--- src/rtl/chase_pkg.sv ---
// Shared types, constants and the LED pattern builder for the LED chase engine.
package chase_pkg;

    localparam int N_LED   = 16;
    localparam int POS_W   = $clog2(N_LED);
    localparam int LAP_MOD = 10000;
    localparam int LAP_W   = 14;
    localparam int SW_W    = 8;

    localparam int SW_SPD_LO = 0;
    localparam int SW_SPD_HI = 2;
    localparam int SW_BOUNCE = 3;
    localparam int SW_DIR    = 4;
    localparam int SW_COMET  = 5;

    localparam logic [POS_W-1:0] POS_MIN = 4'd0;
    localparam logic [POS_W-1:0] POS_ONE = 4'd1;
    localparam logic [POS_W-1:0] POS_MAX = 4'd15;
    localparam logic [LAP_W-1:0] LAP_ONE = 14'd1;
    localparam logic [LAP_W-1:0] LAP_MAX = 14'd9999;

    typedef enum logic [1:0] {
        RUN_UP   = 2'd0,
        RUN_DOWN = 2'd1,
        PAUSED   = 2'd2
    } chase_state_t;

    // Head plus optional two-bit tail trailing opposite to the travel direction;
    // the tail wraps in wrap mode and is dropped past either end in bounce mode.
    function automatic logic [N_LED-1:0] build_led(
        input logic [POS_W-1:0] p,
        input logic             up,
        input logic             comet,
        input logic             bounce
    );
        logic [N_LED-1:0] v;
        logic [POS_W:0]   t1;
        logic [POS_W:0]   t2;
        v     = '0;
        v[p]  = 1'b1;
        if (up) begin
            t1 = {1'b0, p} - 5'd1;
            t2 = {1'b0, p} - 5'd2;
        end else begin
            t1 = {1'b0, p} + 5'd1;
            t2 = {1'b0, p} + 5'd2;
        end
        if (comet && (!bounce || !t1[POS_W])) begin
            v[t1[POS_W-1:0]] = 1'b1;
        end else begin
            v = v;
        end
        if (comet && (!bounce || !t2[POS_W])) begin
            v[t2[POS_W-1:0]] = 1'b1;
        end else begin
            v = v;
        end
        return v;
    endfunction

endpackage

--- src/rtl/tick_prescaler.sv ---
// Free-running step prescaler: pulses tick once every period enabled cycles.
module tick_prescaler #(
    parameter int CNT_W = 32
) (
    input  logic             clk,
    input  logic             reset,
    input  logic             en,
    input  logic [CNT_W-1:0] period,
    output logic             tick
);

    logic [CNT_W-1:0] cnt_r;
    logic [CNT_W:0]   cnt_inc_s;
    logic             reload_s;

    // Compare with >= so a shortened period takes effect immediately; period 0 ticks every cycle.
    always_comb begin
        cnt_inc_s = {1'b0, cnt_r} + {{CNT_W{1'b0}}, 1'b1};
        reload_s  = (cnt_inc_s >= {1'b0, period});
        tick      = en & reload_s;
    end

    // Period counter, frozen while disabled.
    always_ff @(posedge clk or posedge reset) begin
        if (reset) begin
            cnt_r <= '0;
        end else if (en) begin
            cnt_r <= reload_s ? '0 : cnt_inc_s[CNT_W-1:0];
        end else begin
            cnt_r <= cnt_r;
        end
    end

endmodule

--- src/rtl/led_chase_engine.sv ---
// Moving-light pattern generator for the 16 board LEDs with wrap/bounce modes,
// comet tail, freeze control and a 4-digit lap counter.
module led_chase_engine
    import chase_pkg::*;
#(
    parameter int TICK_BASE = 3_125_000
) (
    input  logic             clk,
    input  logic             reset,
    input  logic             stop,
    input  logic [SW_W-1:0]  sw,
    output logic [N_LED-1:0] led,
    output logic [POS_W-1:0] pos,
    output logic [LAP_W-1:0] lap_count,
    output logic             step
);

    localparam int               CNT_W       = $clog2(TICK_BASE + 1);
    localparam logic [CNT_W-1:0] TICK_BASE_W = CNT_W'(TICK_BASE);

    chase_state_t     state_r, state_nxt_s;
    chase_state_t     resume_r, resume_nxt_s;
    chase_state_t     run_nxt_s;
    logic [CNT_W-1:0] period_s;
    logic             tick_s;
    logic             bounce_s;
    logic             lap_inc_s;
    logic [POS_W-1:0] pos_nxt_s;
    logic [N_LED-1:0] led_nxt_s;
    logic [LAP_W-1:0] lap_nxt_s;
    logic             step_nxt_s;
    logic             sw_unused_s;

    assign sw_unused_s = ^sw[7:6];
    assign period_s    = TICK_BASE_W >> sw[SW_SPD_HI:SW_SPD_LO];
    assign bounce_s    = sw[SW_BOUNCE];

    // The prescaler keeps counting during the cycle stop is first seen, so a coincident tick still steps.
    tick_prescaler #(
        .CNT_W (CNT_W)
    ) u_prescaler (
        .clk    (clk),
        .reset  (reset),
        .en     (state_r != PAUSED),
        .period (period_s),
        .tick   (tick_s)
    );

    // Next head position, direction, pattern and lap count on a tick; pause/resume sequencing.
    always_comb begin
        step_nxt_s   = 1'b0;
        pos_nxt_s    = pos;
        led_nxt_s    = led;
        lap_nxt_s    = lap_count;
        lap_inc_s    = 1'b0;
        run_nxt_s    = state_r;
        state_nxt_s  = state_r;
        resume_nxt_s = resume_r;

        if (tick_s) begin
            step_nxt_s = 1'b1;
            if (!bounce_s) begin
                if (sw[SW_DIR]) begin
                    run_nxt_s = RUN_DOWN;
                    pos_nxt_s = pos - POS_ONE;
                    lap_inc_s = (pos == POS_MIN);
                end else begin
                    run_nxt_s = RUN_UP;
                    pos_nxt_s = pos + POS_ONE;
                    lap_inc_s = (pos == POS_MAX);
                end
            end else begin
                case (state_r)
                    RUN_UP: begin
                        if (pos == POS_MAX) begin
                            run_nxt_s = RUN_DOWN;
                            pos_nxt_s = POS_MAX - POS_ONE;
                        end else begin
                            run_nxt_s = RUN_UP;
                            pos_nxt_s = pos + POS_ONE;
                        end
                    end
                    RUN_DOWN: begin
                        if (pos == POS_MIN) begin
                            run_nxt_s = RUN_UP;
                            pos_nxt_s = POS_ONE;
                            lap_inc_s = 1'b1;
                        end else begin
                            run_nxt_s = RUN_DOWN;
                            pos_nxt_s = pos - POS_ONE;
                        end
                    end
                    default: begin
                        run_nxt_s = RUN_UP;
                        pos_nxt_s = pos;
                    end
                endcase
            end
            led_nxt_s = build_led(pos_nxt_s, run_nxt_s == RUN_UP, sw[SW_COMET], bounce_s);
            if (lap_inc_s) begin
                lap_nxt_s = (lap_count == LAP_MAX) ? '0 : lap_count + LAP_ONE;
            end else begin
                lap_nxt_s = lap_count;
            end
        end else begin
            step_nxt_s = 1'b0;
        end

        case (state_r)
            RUN_UP, RUN_DOWN: begin
                if (stop) begin
                    state_nxt_s  = PAUSED;
                    resume_nxt_s = run_nxt_s;
                end else begin
                    state_nxt_s  = run_nxt_s;
                end
            end
            PAUSED: begin
                if (!stop) begin
                    state_nxt_s = resume_r;
                end else begin
                    state_nxt_s = PAUSED;
                end
            end
            default: begin
                state_nxt_s = RUN_UP;
            end
        endcase
    end

    // State and output registers.
    always_ff @(posedge clk or posedge reset) begin
        if (reset) begin
            state_r   <= RUN_UP;
            resume_r  <= RUN_UP;
            pos       <= '0;
            led       <= 16'h0001;
            lap_count <= '0;
            step      <= 1'b0;
        end else begin
            state_r   <= state_nxt_s;
            resume_r  <= resume_nxt_s;
            pos       <= pos_nxt_s;
            led       <= led_nxt_s;
            lap_count <= lap_nxt_s;
            step      <= step_nxt_s;
        end
    end

endmodule

--- config.mk ---
export PLATFORM = sky130hd
export DESIGN_NAME = led_chase_engine
export DESIGN_NICKNAME = d
export VERILOG_FILES = /design/src/rtl/chase_pkg.sv /design/src/rtl/tick_prescaler.sv /design/src/rtl/led_chase_engine.sv
export SDC_FILE = /design/constraint.sdc
export NUM_CORES = 1
export LEC_CHECK = 0
export ABC_CLOCK_PERIOD_IN_PS = 4900
export BUFFER_PORTS_ARGS = -buffer_cell sky130_fd_sc_hd__buf_2
export CAP_MARGIN = 10
export CORE_AREA = 3 3 154 81
export DETAILED_ROUTE_END_ITERATION = 8
export DIE_AREA = 0 0 157 84
export PLACE_DENSITY = 0.61
export SETUP_SLACK_MARGIN = 0.4
export SYNTH_ARGS = -nofsm -noshare
export SYNTH_HDL_FRONTEND = slang
export SYNTH_HIERARCHICAL = 1
export SYNTH_SLANG_ARGS = --single-unit
--- constraint.sdc ---
create_clock -name clk -period 4.9 [get_ports clk]
set_input_delay 1.225 -clock clk [delete_from_list [all_inputs] [get_ports clk]]
set_output_delay 1.225 -clock clk [all_outputs]
set_load 0.01 [all_outputs]
# After elaboration in Yosys (flattened, before gate mapping)
# Cells that the tools add are included.
# Widths: inputs -> output; s select.
[classes]
order_cmp = 7
n_eq_ne = 5
mux = 37
bitwise = 3
add_sub_neg = 8
shifts = 1
n_reduce_logical = 16
[op_table]
columns = ["op", "n"]
rows = [
  ["$mux 16", 3],
  ["$or 16x16->16", 2],
  ["$add 22x1->23 const B", 1],
  ["$ge 23x22->1", 1],
  ["$mux 22", 1],
  ["$shr 22x3->22 const A", 1],
  ["$mux 4", 5],
  ["$mux 5", 4],
  ["$lt 4x5->1 const B", 3],
  ["$add 14x1->14 const B", 1],
  ["$eq 14x14->1 const B", 1],
  ["$mux 14", 1],
  ["$demux 1 s4", 3],
  ["$ge 4x1->1 const B", 3],
  ["$mux 1", 12],
  ["$mux 2", 5],
  ["$pmux 2 s2", 2],
  ["$pmux 4 s2", 1],
  ["$add 4x1->5 const B", 1],
  ["$add 4x2->5 const B", 1],
  ["$logic_and 1x1->1", 5],
  ["$sub 4x1->5 const B", 1],
  ["$sub 4x2->5 const B", 1],
  ["$add 4x1->4 const B", 1],
  ["12 further kinds", 17],
]
[word_totals]
elab_cells = 84
inputBits = 11
out_inout_bits = 35
register_bits = 61

# Depth between registers and ports, before layout
[logic_depth]
word_depth = 17
ltp_mapped = 19

# Cells and area by module
# Netlist, hierarchy kept.
[modules_own_cells]
columns = ["module", "area_per_inst_um2", "seq_area_each_um2", "cells_each", "instances"]
rows = [
  ["led_chase_engine", 3010.4, 977.2, 354, 1],
  ["tick_prescaler", 1993.2, 550.5, 239, 1],
]

# Least setup slack after synthesis
# Ideal clock, no wire load.
[synth_timing]
path_type = "input port to flip-flop"
from = "in sw[0]"
to = "reg lap_count[1]"
t_required_ns = 4.775
arrival_time_ns = 4.264
path_buffers = 3
setup_ns = 0.125
stages = 14
path_slack_ns = 0.511
cell_sequence = "clkbuf_1 -> or2_2 -> o21ai_0 -> inv_1 -> ha_1 -> a2111oi_4 -> nor4_1 -> o41a_1 -> nor2_2 -> nor2_1 -> clkbuf_1 -> o21ai_0 -> clkbuf_1 -> mux2_2"
[synth_via]
elab_chain_cells = 4
[synth_lines]
columns = ["item", "line", "rtl"]
rows = [
  ["start: declaration", "led_chase_engine.sv:11", "input logic [SW_W-1:0] sw,"],
  ["$shr 22x3->22", "led_chase_engine.sv:35", "assign period_s = TICK_BASE_W >> sw[SW_SPD_HI:SW_SPD_LO];"],
  ["via period_s[12]", "led_chase_engine.sv:24", "logic [CNT_W-1:0] period_s;"],
  ["$ge 23x22->1", "tick_prescaler.sv:19", "reload_s = (cnt_inc_s >= {1'b0, period});"],
  ["$and 1x1->1", "tick_prescaler.sv:20", "tick = en & reload_s;"],
  ["$reduce_and 2->1 (no line)", "n/a", ""],
  ["end signal: assignment", "led_chase_engine.sv:145", "lap_count <= lap_nxt_s;"],
  ["end: declaration", "led_chase_engine.sv:14", "output logic [LAP_W-1:0] lap_count,"],
]
# The timed path passes the listed nets, and every way through them passes these cells.
# A chain may end at the register's enable or synchronous reset.

# Final worst setup path
[layout_timing]
from = "in sw[3]"
to = "reg led[2]"
[layout_via]
elab_chain_cells = 14
elab_cells_between_ends = 40
cone_classes = "add/sub (4); order compare (6); mux (17); bitwise (2); reduce/logical (11)"
[layout_lines]
columns = ["item", "line", "rtl"]
rows = [
  ["$mux 4 or $mux 2 (tied branches)", "led_chase_engine.sv:62", "if (!bounce_s) begin"],
  ["$mux 4 or $mux 2 (tied branches)", "led_chase_engine.sv:60", "if (tick_s) begin"],
  ["$add 4x1->5, or another cell as far along", "chase_pkg.sv:45", "t1 = {1'b0, p} + 5'd1;"],
  ["$mux 5", "chase_pkg.sv:41", "if (up) begin"],
  ["$mux 5", "led_chase_engine.sv:60", ""],
  ["$lt 4x5->1 (implied by the code) or $ge 4x1->1 (tied branches)", "chase_pkg.sv:49", "v[t1[POS_W-1:0]] = 1'b1;"],
  ["$logic_and 1x1->1 (implied by the code)", "chase_pkg.sv:49", ""],
  ["$mux 1 (implied by the code)", "chase_pkg.sv:49", ""],
  ["$demux 1 s4", "chase_pkg.sv:49", ""],
  ["$or 16x16->16 (no line)", "n/a", ""],
  ["$mux 16", "chase_pkg.sv:48", "if (comet && (!bounce || !t1[POS_W])) begin"],
  ["$mux 16", "led_chase_engine.sv:60", ""],
  ["$or 16x16->16 (no line)", "n/a", ""],
  ["$mux 16 *", "chase_pkg.sv:53", "if (comet && (!bounce || !t2[POS_W])) begin"],
  ["end signal: assignment", "led_chase_engine.sv:144", "led <= led_nxt_s;"],
  ["end: declaration", "led_chase_engine.sv:12", "output logic [N_LED-1:0] led,"],
]
# Every way passes the cells marked *; elsewhere a longest branch is shown, timed or not. The select of a mux whose other input is x is not followed.

==> impl_metrics.tcl <==
set metrics [dict create \
    setup_viol 0 \
    synth.avg_cell_area_um2 8.438 \
    max_freq_ghz 0.2380 \
    ys_seq_area_share_pct 30.53 \
    via_per_inst 5.664 \
    grt_max_degree 40 \
    worstMarginPinSlew_ns 0.9015 \
    num_rows 27 \
    core_area_um2 11050 \
    ys_types 81 \
    synth-edff-count 0 \
    chipHeight_um 84 \
    r2r-start "pos[0]$_DFFE_PP0P_" \
    cp_data_required_time_ns 5.09 \
    hold_start "resume_r[0]$_DFFE_PP0P_" \
    yosysTopAreaCell "dfrtp_1" \
    tns_ns 0 \
    slowest_delay_ns 0.45 \
    cts_made_buffers 9 \
    clock_skew_ns 0.002469 \
    place_hpwl_um 8762 \
    arrival_ns 4.39 \
    min_period_over_period_pct 85.76 \
    synth_top_area_share_pct 30.01 \
    grt_usage_pct 19.30 \
    timing.slew.headroom_pct 39.83 \
    synth_top_cells_by_area "dfrtp_1 30%, ha_1 7.3%, xnor2_1 5.4%, nand2_1 4.4%, nor2_1 3.8%" \
    power.switching_uw 1381 \
    swShare_pct 45.99 \
    drt_iter0_markers 234 \
    hold_viol 0 \
    drt_pass1_iterations 5 \
    nNetsFinal 670 \
    worst_slack_ns 0.6976 \
    diodes 0 \
    clk_latency_ns 0.33 \
    pin_count 46 \
    grt_pass1_wl_um 20870 \
    seq_power_share_pct 25.7 \
    clkTransAtPathRegs_ns 0.05 \
    tritoncts "yes" \
    worst_ir_drop_vdd_v 0.0003136 \
    ys_async_sr_fraction_pct 100.0 \
    cts_hold_buf 0 \
    synthCells 593 \
    status "complete, no violations" \
    areaGrowthSynthToFinish_pct 12.65 \
    crit_path_start "sw[3]" \
    clockBufferDepth 2 \
    cap_violations 0 \
    n_fill_cell 1060 \
    antenna_found_initial 0 \
    h-tree-depth 3 \
    vias 4412 \
    critPathKind "input port to flip-flop" \
    layout.cells.non_filler 779 \
    cp_max_fo 22 \
    start_util_pct 45.29 \
    powerDensity_nw_per_um2 532.8 \
    route.detailed.drc 0 \
    regArea_um2 1528 \
    clock_sinks 61 \
    synth_seq_cells 61 \
    slew_violations 0 \
    syn-num-nets 634 \
    die-area_um2 13190 \
    fin_util_pct 51.03 \
    dpl_worst_slack_ns 0.4460 \
    netlist_area_um2 5004 \
    slowest_stage "xnor2_1" \
    port_buffers 43 \
    holdCritPathClass "flip-flop to flip-flop" \
    ant_nets 0 \
    cts-root-buf "clkbuf_16" \
    fp.dieW_um 157 \
    fin_crit_ns 4.202 \
    internal_power_uw 1622 \
    ys_warn_count 6 \
    end_kind "flip-flop" \
    synthFlopType "dfrtp_1" \
    wirelength_um 12160 \
    grt_setup_unrepaired "false" \
    path_cells "buf_2 -> nand2b_1 -> nor3_2 -> a21o_2 -> inv_2 -> ha_1 -> nand3_1 -> nand2_1 -> xnor2_1 -> a21oi_1 -> a32oi_1 -> a31oi_1" \
    first_global_vias 4349 \
    gp_congestion 0.9102 \
    drive_gt1_share_pct 16.88 \
    grt_overflow 0 \
    p_clk_share_pct 19.7 \
    cp-start-kind "input port" \
    multi_input_area_um2 3142 \
    p_leak_uw 0.002524 \
    p_comb_share_pct 54.6 \
    place_inst 763 \
    routedWlPerCell_um 15.60 \
]
-- cells in the mapped netlist (3+ instances only) --
cell,number
a22oi_1,4
and2_1,3
a21oi_1,20
a31oi_1,12
ha_1,29
nor3_1,17
a21o_1,8
inv_1,47
a32oi_1,5
nand2_1,59
a32o_1,4
nand2b_1,12
nor2_1,51
buf_2,11
xor2_1,9
dfrtp_1,60
o2bb2ai_1,7
a2111oi_4,4
mux2i_1,10
a211oi_1,5
nand4_1,14
nor4_1,10
a211o_1,4
o21ai_0,16
buf_6,3
o21a_1,3
o221ai_1,5
mux2_2,4
and3_1,9
nand3_1,29
o22ai_1,6
o31ai_1,8
xnor2_1,31
clkbuf_1,16
nor2b_1,6
-- sequential cells by signal, indices dropped and copies added, names as in the netlist --
| signal | flops |
|---|---|
| state_r | 2 |
| resume_r | 2 |
| step | 1 |
| led | 16 |
| u_prescaler/cnt_r | 22 |
| lap_count | 14 |
| pos | 4 |
-- final timing paths --
check / cells after the start / slack (ns) / to
max in group asynchronous: 2 / 3.25 / u_prescaler/cnt_r[13]$_DFFE_PP0P_
worst min register to register: 2 / 0.48 / resume_r[0]$_DFFE_PP0P_
worst max-delay path: 12 / 0.70 / led[2]$_DFFE_PP0P_
worst min-delay path: 2 / 0.48 / resume_r[0]$_DFFE_PP0P_
min in group asynchronous: 3 / 1.02 / step$_DFF_PP0_
worst max register to register: 13 / 0.77 / led[2]$_DFFE_PP0P_
-- repair_timing --
action                                  4_1_cts  5_1_grt
endpoints found under the hold margin         0        0
resized for setup                             0        3
endpoints found under the setup margin        0        6
buffers inserted                              0        0
-- area by class of cell --
| class | instances | share of cell area [%] |
|---|---|---|
| inverters | 51 | 3.441 |
| clock inverters | 4 | 0.3996 |
| flip-flops and latches | 61 | 27.10 |
| repair buffers | 56 | 5.549 |
| multi-input cells | 450 | 55.74 |
| well taps | 145 | 3.219 |
| clock buffers | 12 | 4.550 |
-- metal layers --
layer	vias up	track usage, %	part of all wire, %
li1	2216	-	-
met1	2091	26.28	49
met2	91	30.79	46
met3	14	3.780	3.6
met4	0	6.116	1.1
met5	-	0	0
-- metrics by stage --
stage	hold WS, ns	cell area, µm²	total power (µW)
after global routing	0.5266	5637	3246
after global placement	0.4667	5348	2383
after floorplan	0.4488	5004	2002
final	0.4844	5637	3003
after detailed placement	0.4816	5348	2397
after CTS	0.4907	5627	3008
-- power by group through the flow --
stage               logic [µW]  clock network (µW)  registers [µW]
floorplan                 1230                   0             768
global placement          1600                   0             779
detailed placement        1620                   0             782
CTS                       1630                 603             773
global route              1820                 627             797
finish                    1640                 590             772
-- cell usage in the layout (no fill, tap or decap), types with 10 or more instances in the layout --
master and n:
a21oi_1 20, a31oi_1 12, buf_2 43, buf_4 13, dfrtp_1 60, ha_1 28, inv_1 47, mux2i_1 10
nand2_1 59, nand2b_1 12, nand3_1 29, nand4_1 14, nor2_1 50, nor3_1 17, o21ai_0 16, xnor2_1 31
-- critical path, delay by kind of cell --
family          cells  cell delay (ns)
compound gates      4             1.06
simple gates        4             0.78
buf+inv             2             0.56
xor+xnor            1             0.45
fa+ha+maj           1             0.31
-- logic make-up (layout without fill, tap and decap cells) --
kind of cell	Yosys count	after routing	synth area share [%]
buf+inv	82	123	6.927
flops	61	61	30.53
compound gates	130	130	20.63
xor+xnor	40	40	7.002
simple gates	236	236	24.36
mux	14	14	2.901
fa+ha+maj	30	30	7.652
Note: power is estimated with default switching activity, not from simulation.
